==> src/rtl/timer_digit_loader.sv <==
// Serial digit-load writer for the countdown timer. It captures an M:SS value
// and clocks the three BCD digits into the timer one at a time, minutes first.
module timer_digit_loader #(
    parameter int SETUP_CYCLES = 1,
    parameter int STROBE_WIDTH = 1
) (
    input  logic       clk,
    input  logic       clear,
    input  logic       start,
    input  logic       abort,
    input  logic [3:0] minutos_in,
    input  logic [3:0] dezenas_in,
    input  logic [3:0] unidades_in,
    output logic [3:0] data_out,
    output logic       load_strobe,
    output logic       loadn_out,
    output logic       busy,
    output logic       done,
    output logic       error
);

    typedef enum logic [2:0] {IDLE, SETUP, STROBE, HOLD, FINISH} state_t;

    localparam int CMAX = (SETUP_CYCLES > STROBE_WIDTH) ? SETUP_CYCLES : STROBE_WIDTH;
    localparam int CW   = (CMAX > 1) ? $clog2(CMAX + 1) : 1;

    state_t          state_q, state_d;
    logic [1:0]      idx_q, idx_d;
    logic [CW-1:0]   cnt_q, cnt_d;
    logic [3:0]      dig_q [3];
    logic [3:0]      dig_d [3];
    logic [3:0]      data_q, data_d;
    logic            strobe_q, strobe_d;
    logic            loadn_q, loadn_d;
    logic            busy_q, busy_d;
    logic            done_q, done_d;
    logic            error_q, error_d;
    logic            bad_bcd;

    assign bad_bcd = (minutos_in > 4'd9) || (dezenas_in > 4'd5) || (unidades_in > 4'd9);

    always_comb begin
        state_d  = state_q;
        idx_d    = idx_q;
        cnt_d    = cnt_q;
        dig_d    = dig_q;
        data_d   = data_q;
        strobe_d = strobe_q;
        loadn_d  = loadn_q;
        busy_d   = busy_q;
        done_d   = 1'b0;
        error_d  = 1'b0;

        case (state_q)
            IDLE: begin
                if (start && !abort) begin
                    dig_d[0] = minutos_in;
                    dig_d[1] = dezenas_in;
                    dig_d[2] = unidades_in;
                    if (bad_bcd) begin
                        error_d = 1'b1;
                    end else begin
                        state_d = SETUP;
                        idx_d   = 2'd0;
                        cnt_d   = '0;
                        busy_d  = 1'b1;
                        loadn_d = 1'b0;
                        data_d  = minutos_in;
                    end
                end
            end
            SETUP: begin
                if (cnt_q == CW'(SETUP_CYCLES - 1)) begin
                    state_d  = STROBE;
                    cnt_d    = '0;
                    strobe_d = 1'b1;
                end else begin
                    cnt_d = cnt_q + 1'b1;
                end
            end
            STROBE: begin
                if (cnt_q == CW'(STROBE_WIDTH - 1)) begin
                    state_d  = HOLD;
                    strobe_d = 1'b0;
                end else begin
                    cnt_d = cnt_q + 1'b1;
                end
            end
            HOLD: begin
                if (idx_q == 2'd2) begin
                    state_d = FINISH;
                    done_d  = 1'b1;
                    loadn_d = 1'b1;
                    busy_d  = 1'b0;
                    data_d  = 4'd0;
                end else begin
                    state_d = SETUP;
                    idx_d   = idx_q + 2'd1;
                    cnt_d   = '0;
                    data_d  = dig_q[idx_q + 2'd1];
                end
            end
            FINISH: begin
                state_d = IDLE;
            end
            default: begin
                state_d = IDLE;
            end
        endcase

        // Abort cuts any active digit transfer, including a strobe mid-pulse.
        if (abort && (state_q == SETUP || state_q == STROBE || state_q == HOLD)) begin
            state_d  = IDLE;
            strobe_d = 1'b0;
            loadn_d  = 1'b1;
            busy_d   = 1'b0;
            data_d   = 4'd0;
            done_d   = 1'b0;
        end
    end

    always_ff @(posedge clk) begin
        if (clear) begin
            state_q  <= IDLE;
            idx_q    <= 2'd0;
            cnt_q    <= '0;
            dig_q    <= '{default: 4'd0};
            data_q   <= 4'd0;
            strobe_q <= 1'b0;
            loadn_q  <= 1'b1;
            busy_q   <= 1'b0;
            done_q   <= 1'b0;
            error_q  <= 1'b0;
        end else begin
            state_q  <= state_d;
            idx_q    <= idx_d;
            cnt_q    <= cnt_d;
            dig_q    <= dig_d;
            data_q   <= data_d;
            strobe_q <= strobe_d;
            loadn_q  <= loadn_d;
            busy_q   <= busy_d;
            done_q   <= done_d;
            error_q  <= error_d;
        end
    end

    assign data_out    = data_q;
    assign load_strobe = strobe_q;
    assign loadn_out   = loadn_q;
    assign busy        = busy_q;
    assign done        = done_q;
    assign error       = error_q;

endmodule

==> config.mk <==
export PLATFORM = sky130hd
export DESIGN_NAME = timer_digit_loader
export DESIGN_NICKNAME = d
export VERILOG_FILES = /design/src/rtl/timer_digit_loader.sv
export SDC_FILE = /design/constraint.sdc
export NUM_CORES = 1
export LEC_CHECK = 0
export ABC_CLOCK_PERIOD_IN_PS = 2400
export CAP_MARGIN = 10
export CORE_AREA = 2 2 55 57
export CTS_BUF_LIST = sky130_fd_sc_hd__clkbuf_4 sky130_fd_sc_hd__clkbuf_8
export CTS_CLUSTER_DIAMETER = 120
export DETAILED_ROUTE_END_ITERATION = 10
export DIE_AREA = 0 0 57 59
export PLACE_DENSITY = 0.7
export SETUP_SLACK_MARGIN = 0.2
export SKIP_CTS_REPAIR_TIMING = 1
export SLEW_MARGIN = 25
export SYNTH_ARGS = -nofsm -noshare
export SYNTH_HDL_FRONTEND = slang
export SYNTH_SLANG_ARGS = --single-unit
==> constraint.sdc <==
create_clock -name clk -period 2.4 [get_ports clk]
set_input_delay 0.6 -clock clk [delete_from_list [all_inputs] [get_ports clk]]
set_output_delay 0.6 -clock clk [all_outputs]
set_load 0.03 [all_outputs]
## Yosys cells after proc, flatten, opt, wreduce, memory -nomap -nowiden

Index checks and enable logic that the tools add are counted.

| storage, ports and cells | value |
|---|---|
| bits in registers | 27 |
| input bits | 16 |
| output and inout port bits | 9 |
| word-level logic and storage cells | 87 |

| operators by class | value |
|---|---|
| add/sub/neg operators | 2 |
| magnitude comparators | 4 |
| equality and inequality tests | 10 |
| muxes and demuxes | 33 |
| bitwise gates (word level) | 4 |
| reductions and logical operators | 22 |

Operators by type and width:

| operator | number |
|---|---|
| $mux 4 | 5 |
| $reduce_and 4->1 | 4 |
| $mux 3 | 5 |
| $mux 1 | 12 |
| $ne 2x2->1 const B | 6 |
| $pmux 3 s4 | 1 |
| $bmux 4 s2 | 1 |
| $gt 4x4->1 const B | 2 |
| $pmux 4 s2 | 1 |
| $eq 3x2->1 const B | 2 |
| $mux 2 | 3 |
| $pmux 1 s2 | 3 |
| $reduce_and 3->1 | 2 |
| $reduce_or 3->1 | 2 |
| $gt 4x3->1 const B | 1 |
| $logic_or 1x1->1 | 4 |
| $pmux 2 s2 | 1 |
| $reduce_bool 2->1 | 2 |
| $reduce_or 2->1 | 2 |
| $eq 3x1->1 const B | 1 |
| $ge 3x3->1 const B | 1 |
| $logic_not 3->1 | 1 |
| $not 1->1 | 3 |
| $not 2->3 | 1 |
| 8 further kinds | 9 |

## Logic depth before layout (Yosys ltp)

| logic depth | value |
|---|---|
| depth in word-level cells | 7 |
| gate-level depth with buffers | 7 |
| depth with buffers taken out | 6 |

## Worst setup path after synthesis

OpenSTA, ideal clock, no wires.

| path | value |
|---|---|
| path type | flip-flop to flip-flop |
| from | register idx_q[0] |
| to | register data_q[2] (netlist: data_out[2]) |
| library setup time | 0.131 ns |
| arrival | 1.742 ns |
| setup slack | 0.527 ns |
| stages on the path, launching flop included | 8 |
| path buffers | 1 |
| clock period less this slack | 1.873 ns |
| cell sequence | dfxtp_1 inv_1 ha_1 clkbuf_1 mux2_2 a221oi_1 or3_1 mux2i_1 |

| on the way | value |
|---|---|
| cells in the longest elaborated chain, start to end | 7 |

Ends and longest elaborated chain:

| element | RTL line | RTL |
|---|---|---|
| start: declaration | 28 | `logic [1:0] idx_q, idx_d;` |
| start signal: assignment | 136 | `idx_q <= idx_d;` |
| $add 2x1->2 | 100 | `data_d = dig_q[idx_q + 2'd1];` |
| $not 2->3 (not written as such) | 100 |  |
| $bmux 4 s2 | 100 |  |
| $mux 4 (not written as such) (2 in a row) | 100 |  |
| $mux 4 (*) | 90 | `if (idx_q == 2'd2) begin` |
| $pmux 4 s2 (*) | 54 | `case (state_q)` |
| end signal: assignment | 139 | `data_q <= data_d;` |
| end: declaration | 32 | `logic [3:0] data_q, data_d;` |

Mark *: on every way between the ends. The rest lies on a longest branch, timed or not. The select of a mux whose other input is x is not followed.
A chain may end at the register's enable or synchronous reset.

## Worst setup path after layout

Ends and elaborated chain as after synthesis.

==> flow_summary.json <==
{
  "outcome": "finished clean",
  "clockRootBuffer": "clkbuf_4",
  "arrival_ns": 2.24,
  "antenna_left": 0,
  "synth_top_family_by_area": "simple AND/OR/NAND/NOR gates",
  "hpwl_um": 1950,
  "synth_edf_count": 0,
  "hold_end": "dig_q[2]",
  "place.gp.congestion": 0.843,
  "placedCellCount": 196,
  "fin_nets": 187,
  "ff2ff_setup_slack_ns": 0.38,
  "synth_compound_area_share_pct": 20.2,
  "antenna_found_initial": 0,
  "seq_area_frac_synth_pct": 43.2,
  "htree_levels": 1,
  "fmax_mhz": 494,
  "dieArea_um2": 3360,
  "ys_warn_count": 0,
  "ys_types": 33,
  "synthesis.nets": 162,
  "min-delay-start": "dig_q[2]",
  "pin_count": 25,
  "rsz0062_at_grt": "false",
  "fp.dieW_um": 57,
  "grt_overflow": 0,
  "finalCritPeriodShare_pct": 84.3,
  "clock_latency_ns": 0.32,
  "yosys-mux-area-fraction_pct": 6.13,
  "critPathMaxFanout": 8,
  "synthSimpleGateAreaFrac_pct": 22.3,
  "wl_per_cell_um": 13.0,
  "core_um2": 2710,
  "numCtsBuffers": 3,
  "min_path_cells": 2,
  "n_antenna_cell": 0,
  "grt_max_degree": 18,
  "synthXorXnorAreaFrac_pct": 0.728,
  "setup_violations": 0,
  "grt_usage_pct": 17.1,
  "leakage_nw": 0.556,
  "num_vias": 1088,
  "netlist_area_um2": 1200,
  "power.density_nw_per_um2": 606,
  "port_buffers": 24,
  "std_cell_rows": 19,
  "fin_crit_ns": 2.02,
  "end_kind": "flip-flop",
  "drt_iter0_markers": 21,
  "skew_ns": 0.00566,
  "crit_required_ns": 2.61,
  "async_flop_share_pct": 0,
  "cp_slowest_stage_delay_ns": 0.50,
  "relSlewSlack_pct": 70.8,
  "die_y_um": 59,
  "crit_path_start_kind": "flip-flop",
  "tns_ns": 0,
  "r2r_start": "idx_q[0]",
  "synthCells": 145,
  "first_pass_iters": 4,
  "clockBufferDepth": 2,
  "drc_errors": 0,
  "peakVddDrop_v": 0.000353,
  "synth_fa_ha_area_share_pct": 1.04,
  "drv_slew": 0,
  "rr_endpoint": "data_out[2]",
  "nFillCells": 280,
  "grt_pass1_vias": 1014,
  "synth_flop_cell": "dfxtp_1",
  "clk_pin_slew_ns": 0.13,
  "drt-total-wl_um": 2580,
  "drive_above_1_share_pct": 10.1,
  "cp_top_family": "flip-flops",
  "critPathKind": "flip-flop to flip-flop",
  "finalHoldViolations": 0,
  "start_util_pct": 44.4,
  "final_cells": 199,
  "syn_area_per_cell_um2": 8.30,
  "worst_pin_slew_ns": 0.432,
  "ys_ff_latch": 26,
  "cp_cell_sequence": "inv_1 -> ha_1 -> mux2_2 -> a221oi_1 -> or3_1 -> mux2i_1",
  "drv_cap": 0,
  "grt_pass1_wl_um": 4550,
  "reg2reg_depth": 6,
  "critical_path_buf_inv_count": 1,
  "viasPerCell": 5.47,
  "min_path_type": "flip-flop to flip-flop",
  "cts_sinks": 26,
  "cts_tree": "built",
  "slowest_stage": "dfxtp_1",
  "area_growth_pct": 23.4
}
## routing by layer
| metal | up-vias | wire [um] | global-route usage (%) | share of wire [%] |
|---|---|---|---|---|
| met5 | - | 0 | 0 | 0 |
| met4 | 0 | 38 | 6.98 | 1.5 |
| met3 | 5 | 108 | 2.84 | 4.2 |
| met2 | 22 | 1180 | 28.2 | 46 |
| met1 | 510 | 1260 | 22.5 | 49 |
| li1 | 551 | - | - | - |
## area by class of cell
class                           instances  area [um^2]  share of cell area (%)
Tap cell                               31         38.8                    2.61
Timing Repair Buffer                   29          278                    18.7
Sequential cell                        26          520                    35.0
Multi-Input combinational cell        105          607                    40.9
Inverter                                5         18.8                    1.26
Clock buffer                            3         22.5                    1.52
## flip-flops by register name, indices dropped and copies added (netlist names)
register and flops:
done 1, idx_q 2, data_out 4, state_q 3
loadn_out 1, busy 1, error 1, dig_q 12
load_strobe 1
## cells in the mapped netlist, drive strengths merged, types with 2 or more instances
library cell	n	share of area, %
mux2	3	2.8
dfxtp	26	43
nor2	12	3.7
nand2	28	8.7
nand3b	3	1.9
a221oi	3	2.2
a22oi	2	1.2
a211oi	2	1.2
a21oi	18	7.5
clkbuf	5	1.6
buf	4	3.2
or3	4	2.1
a31oi	2	1.0
o21ai	7	3.2
inv	5	1.6
mux2i	4	3.3
nor3	4	2.5
## worst register-to-register path: stages, from the launching register on
cell and delay [ns]:
dfxtp_1 0.50, inv_1 0.11, ha_1 0.46, mux2_2 0.38, a221oi_1 0.27, or3_1 0.15
mux2i_1 0.06
## placed cells by master (no fill, tap or decap), types with 2 or more instances in the layout
| cell | count |
|---|---|
| clkdlybuf4s50_1 | 24 |
| a31oi_1 | 2 |
| nor3_1 | 2 |
| clkbuf_4 | 3 |
| o21ai_0 | 6 |
| a22oi_1 | 2 |
| mux2i_1 | 4 |
| nor3_2 | 2 |
| nor2_1 | 12 |
| inv_1 | 5 |
| a21oi_1 | 18 |
| buf_4 | 5 |
| or3_1 | 4 |
| nand2_1 | 28 |
| dfxtp_1 | 26 |
| a211oi_1 | 2 |
| a221oi_1 | 3 |
| mux2_2 | 3 |
| nand3b_1 | 3 |
## through the flow
| stage | worst slack (ns) | total power [mW] | hold slack [ns] | instance area, um^2 | util, % |
|---|---|---|---|---|---|
| floorplan | 0.527 | 0.659 | 0.433 | 1200 | - |
| global placement | 0.272 | 0.725 | 0.440 | 1460 | 54.0 |
| detailed placement | 0.248 | 0.728 | 0.452 | 1460 | 54.0 |
| CTS | 0.381 | 0.904 | 0.471 | 1490 | 54.8 |
| global route | 0.215 | 0.957 | 0.494 | 1490 | 54.8 |
| finish | 0.376 | 0.900 | 0.466 | 1490 | 54.8 |
## logic make-up (layout without fill, tap and decap cells)
kind of cell / count (synthesis) / in the layout
AND/OR/NAND/NOR: 57 / 57
flip-flops: 26 / 26
buffers and inverters: 14 / 37
XOR/XNOR: 1 / 1
adder cells (fa/ha/maj): 1 / 1
AO/OA/AOI/OAI: 39 / 39
multiplexers: 7 / 7
## power by group
| part | internal, mW | total [mW] | switching, mW | leakage, nW |
|---|---|---|---|---|
| sequential | 0.465 | 0.493 | 0.0277 | 0.211 |
| clock | 0.0589 | 0.181 | 0.122 | 0.0138 |
| combinational | 0.108 | 0.226 | 0.118 | 0.331 |
| total | 0.632 | 0.900 | 0.268 | 0.556 |
## worst max path at each step
stage	depth (start not counted)	endpoint	startpoint
6_report	6	data_out[2]	idx_q[0]
5_1_grt	6	data_out[2]	idx_q[0]
4_1_cts	6	data_out[2]	idx_q[0]
3_5_place_dp	7	data_out[2]	abort
3_3_place_gp	6	dig_q[2]	abort
2_1_floorplan	7	data_out[2]	idx_q[0]
No activity file was read; power rests on OpenSTA's default activity.
